--- config.mk ---
export PLATFORM = sky130hd
export DESIGN_NAME = pwm_multi_ch
export DESIGN_NICKNAME = d
export VERILOG_FILES = /design/src/rtl/pwm_multi_ch.sv
export SDC_FILE = /design/constraint.sdc
export NUM_CORES = 1
export LEC_CHECK = 0
export BUFFER_PORTS_ARGS = -buffer_cell sky130_fd_sc_hd__buf_4
export CAP_MARGIN = 15
export CELL_PAD_IN_SITES_DETAIL_PLACEMENT = 0
export CELL_PAD_IN_SITES_GLOBAL_PLACEMENT = 2
export CORE_MARGIN = 1
export CORE_UTILIZATION = 35
export CTS_CLUSTER_SIZE = 10
export DETAILED_ROUTE_END_ITERATION = 6
export HOLD_SLACK_MARGIN = 0.06
export PLACE_DENSITY = 0.74
export RECOVER_POWER = 50
export SYNTH_ARGS = -nofsm -noshare
export SYNTH_HDL_FRONTEND = slang
export SYNTH_SLANG_ARGS = --single-unit
export TNS_END_PERCENT = 30
--- constraint.sdc ---
create_clock -name clk -period 9.2 [get_ports clk]
set_input_delay 2.3 -clock clk [delete_from_list [all_inputs] [get_ports clk]]
set_output_delay 2.3 -clock clk [all_outputs]
set_load 0.05 [all_outputs]
--- src/rtl/pwm_multi_ch.sv ---
// Multi-channel PWM generator sharing one period counter.
// Edge- or centre-aligned counting, per-channel polarity, and a shadow copy of
// the configuration that is only applied at a period boundary. A running
// period therefore always finishes with the settings it started with.
module pwm_multi_ch #(
    parameter int WIDTH = 16,
    parameter int NCH   = 4
) (
    input  logic                 clk,
    input  logic                 rst,
    input  logic                 en,
    input  logic                 cfg_load,
    input  logic [WIDTH-1:0]     cycle_in,
    input  logic [NCH*WIDTH-1:0] duty_in,
    input  logic                 center_in,
    input  logic [NCH-1:0]       pol_in,
    output logic [NCH-1:0]       pwm_out,
    output logic                 period_tick,
    output logic                 cfg_pending
);

    localparam logic [WIDTH-1:0] ONE = WIDTH'(1);

    // Counter state; dir = 1 while counting down (centre mode only)
    logic [WIDTH-1:0]     cnt;
    logic                 dir;

    // Active configuration driving the outputs
    logic [WIDTH-1:0]     c_act;
    logic [NCH*WIDTH-1:0] duty_act;
    logic                 center_act;
    logic [NCH-1:0]       pol_act;

    // Shadow configuration waiting for the next boundary
    logic [WIDTH-1:0]     c_sh;
    logic [NCH*WIDTH-1:0] duty_sh;
    logic                 center_sh;
    logic [NCH-1:0]       pol_sh;

    logic                 boundary;
    logic                 apply;
    logic [NCH-1:0]       raw;

    // Boundary = last count of the current period (its successor is cnt=0)
    always_comb begin
        boundary = 1'b0;
        if (c_act == '0)
            boundary = 1'b1;
        else if (!center_act)
            boundary = (cnt == c_act);
        else
            boundary = (cnt == ONE) && (dir || (c_act == ONE));
    end

    // While disabled the counter is parked at 0, so a pending shadow can
    // take effect right away instead of waiting for a boundary that never comes.
    assign apply = cfg_pending && (boundary || !en);

    // Per-channel compare of the shared counter against that channel's duty
    for (genvar i = 0; i < NCH; i++) begin : g_cmp
        assign raw[i] = (cnt < duty_act[i*WIDTH +: WIDTH]);
    end

    // Period counter: up for edge mode, up/down triangle for centre mode
    always_ff @(posedge clk or posedge rst) begin
        if (rst) begin
            cnt <= '0;
            dir <= 1'b0;
        end else if (!en || boundary) begin
            cnt <= '0;
            dir <= 1'b0;
        end else if (!center_act) begin
            cnt <= cnt + ONE;
        end else if (!dir) begin
            if (cnt == c_act) begin
                dir <= 1'b1;
                cnt <= cnt - ONE;
            end else begin
                cnt <= cnt + ONE;
            end
        end else begin
            cnt <= cnt - ONE;
        end
    end

    // Shadow capture and boundary-synchronous transfer to the active set.
    // A load coinciding with an apply moves the older shadow into service and
    // keeps the new values pending for the following boundary.
    always_ff @(posedge clk or posedge rst) begin
        if (rst) begin
            c_act       <= '0;
            duty_act    <= '0;
            center_act  <= 1'b0;
            pol_act     <= '0;
            c_sh        <= '0;
            duty_sh     <= '0;
            center_sh   <= 1'b0;
            pol_sh      <= '0;
            cfg_pending <= 1'b0;
        end else begin
            if (apply) begin
                c_act      <= c_sh;
                duty_act   <= duty_sh;
                center_act <= center_sh;
                pol_act    <= pol_sh;
            end
            if (cfg_load) begin
                c_sh      <= cycle_in;
                duty_sh   <= duty_in;
                center_sh <= center_in;
                pol_sh    <= pol_in;
            end
            if (cfg_load)
                cfg_pending <= 1'b1;
            else if (apply)
                cfg_pending <= 1'b0;
        end
    end

    // Registered outputs: one cycle behind the counter; idle level when disabled
    always_ff @(posedge clk or posedge rst) begin
        if (rst) begin
            pwm_out     <= '0;
            period_tick <= 1'b0;
        end else if (en) begin
            pwm_out     <= raw ^ pol_act;
            period_tick <= boundary;
        end else begin
            pwm_out     <= pol_act;
            period_tick <= 1'b0;
        end
    end

endmodule
## Word-level counts from Yosys, hierarchy flattened

Cells that the tools add are included.

| word-level totals | value |
|---|---|
| input bits | 89 |
| logic and storage cells | 45 |
| register bits after elaboration | 193 |

| operators by class | value |
|---|---|
| reduce and logical (&&, ||, !) cells | 8 |
| bitwise gates (word level) | 1 |
| $lt $le $gt $ge | 4 |
| multiplexer cells | 14 |
| add/sub/neg operators | 2 |
| equal/unequal tests | 3 |

Operators with widths:

| operator | number |
|---|---|
| 16-bit less-than comparator | 4 |
| 16-bit two-way mux | 4 |
| 16-bit by 1-bit == test with 1-bit output, second input constant | 2 |
| 16-bit by 1-bit adder with 16-bit output, second input constant | 1 |
| 16-bit == test | 1 |
| 16-bit logical NOT | 1 |
| 16-bit by 1-bit subtractor with 16-bit output, second input constant | 1 |
| 1-bit two-way mux | 9 |
| 4-bit two-way mux | 1 |
| 2-bit nonzero test | 2 |
| 4-bit bitwise XOR | 1 |
| 1-bit logical AND | 2 |
| 1-bit logical OR | 2 |
| 1-bit logical NOT | 1 |

## Depth between registers and ports, before layout

| depth | value |
|---|---|
| depth after elaboration | 9 |
| depth in mapped cells | 10 |

## Worst setup path after synthesis

No wires, ideal clock.

| path | value |
|---|---|
| kind | input to register |
| start point | input port cfg_load |
| end point | register duty_sh[17] |
| stages | 4 |
| setup slack | 5586 ps |
| data arrival time | 3489 ps |
| library setup time | 125 ps |
| buffers on the path | 3 |
| path through | clkbuf_1 > buf_1 > clkbuf_1 > mux2_2 |

RTL lines:

| element | RTL line | source |
|---|---|---|
| from (decl) | 12 | `input logic cfg_load,` |
| to (signal assigned) | 109 | `duty_sh <= duty_in;` |
| to (decl) | 36 | `logic [NCH*WIDTH-1:0] duty_sh;` |

No word-level cell between the ends.

## Worst setup path in the final report

| path | value |
|---|---|
| start point | input port cfg_load |
| end point | register duty_sh[30] |

No word-level cell between the ends.

==> flow_summary.json <==
{
  "status": "complete, but fails checks",
  "violations": "capacitance limit, slew limit",
  "clock-root-buffer": "clkbuf_16",
  "synth_cells": 797,
  "fin_worst_skew_ns": 0.00846,
  "antenna_found_initial": 0,
  "yosysWarningCount": 0,
  "worstPathRequired_ns": 9.50,
  "yosysTopAreaCellShare_pct": 48.3,
  "io_pins": 95,
  "synth-seq-area-share_pct": 48.3,
  "synth_nets": 949,
  "wl_um": 21900,
  "nets": 1037,
  "place.gp.congestion": 0.778,
  "clk_pin_slew_ns": 0.07,
  "finalSetupTns_ns": 0,
  "postCtsSetupBuffers": 0,
  "fmax_mhz": 165,
  "dpl.hpwl_um": 14600,
  "period_share_pct": 66.0,
  "total_power_mw": 2.22,
  "clk-insertion-delay-late_ns": 0.42,
  "yosys_most_used_dff": "dfrtp_1",
  "coreArea_mm2": 0.0279,
  "drt-initial-drc-count": 217,
  "async_flop_share_pct": 100,
  "grt_pass1_wl_um": 35800,
  "clockBufferDepth": 2,
  "p_leak_nw": 5.59,
  "synth_area_leaders": "dfrtp_1 (48%), mux2_2 (9.6%), ha_1 (7.9%)",
  "holdBufCountCts": 0,
  "slew_viol_final": 89,
  "whs_ns": 0.485,
  "synth_edf_count": 0,
  "min_period_ns": 6.08,
  "syn_area_mm2": 0.0100,
  "final_antenna_net_count": 0,
  "min_path_type": "flip-flop to flip-flop",
  "clkSinkCount": 193,
  "hold_viol": 0,
  "cts-resized-gates": 0,
  "route.detailed.drc": 0,
  "die_area_mm2": 0.0292,
  "track_usage_pct": 16.2,
  "viasPerCell": 4.96,
  "ys_types": 53,
  "layout-drive-gt1-share_pct": 30.1,
  "vdd_drop_max_uv": 99.4,
  "critPathLaunchType": "input port",
  "avgRoutedWirePerCell_um": 17.2,
  "initial_utilization_pct": 35.8,
  "setup_violations": 0,
  "synth-seq-cells": 193,
  "htreeDepth": 4,
  "grt_setup_unrepaired": "no",
  "drtPass1Iterations": 4,
  "arrival_ns": 6.38,
  "grt_pass1_vias": 6461,
  "synth_area_leader_cell": "dfrtp_1",
  "cts_tree": "built",
  "vias": 6322,
  "cp_max_fo": 56,
  "grt_overflow_total": 0,
  "die_width_um": 171,
  "cp-end-kind": "flip-flop",
  "grt_max_degree": 124,
  "power_density_mw_per_mm2": 191,
  "relSlewSlack_pct": -98.7,
  "max_cap_violations": 2,
  "avgSynthCellArea_um2": 12.5,
  "antenna_cells": 0,
  "port_buffers": 94,
  "worst-setup-path-type": "input port to flip-flop",
  "cts_made_buffers": 17,
  "max_slew.worst_pin.slew_ns": 2.98,
  "rows": 61,
  "area_growth_pct": 16.0,
  "fp.dieH_um": 171
}
per-layer routing:
| layer | GRT usage, % | up-vias | part of all wire [%] | wire length [um] |
|---|---|---|---|---|
| met5 | 0 | - | 0 | 0 |
| met4 | 4.93 | 0 | 1.4 | 299 |
| met3 | 2.94 | 19 | 3.5 | 755 |
| met2 | 26.1 | 120 | 48 | 10500 |
| met1 | 22.0 | 3124 | 47 | 10300 |
| li1 | - | 3059 | - | - |
power breakdown:
part | internal, mW | switching [mW]
sequential | 0.966 | 0.0861
clock | 0.465 | 0.326
combinational | 0.207 | 0.169
total | 1.64 | 0.581
cells by family (layout without fill, tap and decap cells):
logic type	count (synthesis)	count (layout)	synth area share, %
compound gates	87	87	6.18
fa+ha+maj	63	63	7.88
flops	193	193	48.3
xor+xnor	17	17	1.49
simple gates	153	153	9.14
buf+inv	105	205	5.07
mux	179	179	21.9
cells in the final DEF (no fill, tap or decap), drive strengths merged, types with 4 or more instances in the layout:
cell | netlist | final
nor4 | 18 | 18
a211oi | 6 | 6
nand4 | 26 | 26
inv | 74 | 78
a2111oi | 4 | 4
nand2 | 19 | 19
o21ai | 11 | 11
bufinv | 0 | 4
dfrtp | 193 | 193
ha | 63 | 63
a41oi | 4 | 4
mux2i | 9 | 9
nand3 | 17 | 17
nor2 | 18 | 18
clkbuf | 12 | 25
a21oi | 22 | 22
nor3 | 13 | 13
xor2 | 16 | 16
a21o | 18 | 18
or4 | 6 | 6
a211o | 5 | 5
nand2b | 6 | 6
mux2 | 170 | 170
or3 | 4 | 4
buf | 19 | 95
o211ai | 4 | 4
and3 | 13 | 13
state kept, by name, indices dropped and copies added (netlist names), 4 cells and up:
name      count
c_sh         16
cnt          16
pol_sh        4
duty_act     64
duty_sh      64
pol_act       4
pwm_out       4
c_act        16
synth_stat cells (all sizes together), types with 2 or more instances:
library cell and instances:
dfrtp 193, mux2 170, inv 74, ha 63, nand4 26, a21oi 22
buf 19, nand2 19, a21o 18, nor2 18, nor4 18, nand3 17
xor2 16, and3 13, nor3 13, clkbuf 12, o21ai 11, mux2i 9
a211oi 6, nand2b 6, or4 6, a211o 5, a2111oi 4, a41oi 4
o211ai 4, or3 4, and4 3, nand4b 3, nor3b 3, o2111ai 3
a31o 2, a31oi 2, nor2b 2, o21a 2
path summary, 6_finish.rpt:
kind | cells past startpoint | startpoint | slack [ns] | end
max in group asynchronous | 3 | rst | 5.63 | duty_act[46]$_DFFE_PP0P_
worst max register to register | 7 | cnt[9]$_DFF_PP0_ | 5.12 | duty_act[45]$_DFFE_PP0P_
worst min-delay path | 1 | c_sh[8]$_DFFE_PP0P_ | 0.48 | c_act[8]$_DFFE_PP0P_
worst max-delay path | 3 | cfg_load | 3.12 | duty_sh[30]$_DFFE_PP0P_
min in group asynchronous | 2 | rst | 2.06 | duty_sh[54]$_DFFE_PP0P_
worst min register to register | 1 | c_sh[8]$_DFFE_PP0P_ | 0.48 | c_act[8]$_DFFE_PP0P_
layout make-up:
| cell class | count | area (um^2) |
|---|---|---|
| Timing Repair Buffer | 100 | 736 |
| Multi-Input combinational cell | 499 | 4650 |
| Clock inverter | 11 | 175 |
| Fill cell | 2708 | 16300 |
| Sequential cell | 193 | 4830 |
| Inverter | 74 | 285 |
| Clock buffer | 20 | 447 |
| Tap cell | 378 | 473 |
worst max-delay path: stages:
cell      delay, ns
clkbuf_1       1.35
clkbuf_1       2.20
mux2_2         0.48
through the flow:
stage / area [um^2] / instances / worst slack (ns) / utilization (%)
after global placement: 11000 / 1243 / 4.40 / 39.3
final: 11600 / 1275 / 3.12 / 41.5
after global routing: 11600 / 1275 / 2.72 / 41.5
after floorplan: 10000 / 797 / 1.64 / -
after detailed placement: 11000 / 1243 / 4.34 / 39.3
after CTS: 11600 / 1274 / 4.79 / 41.6
No activity file was read; power rests on OpenSTA's default activity.
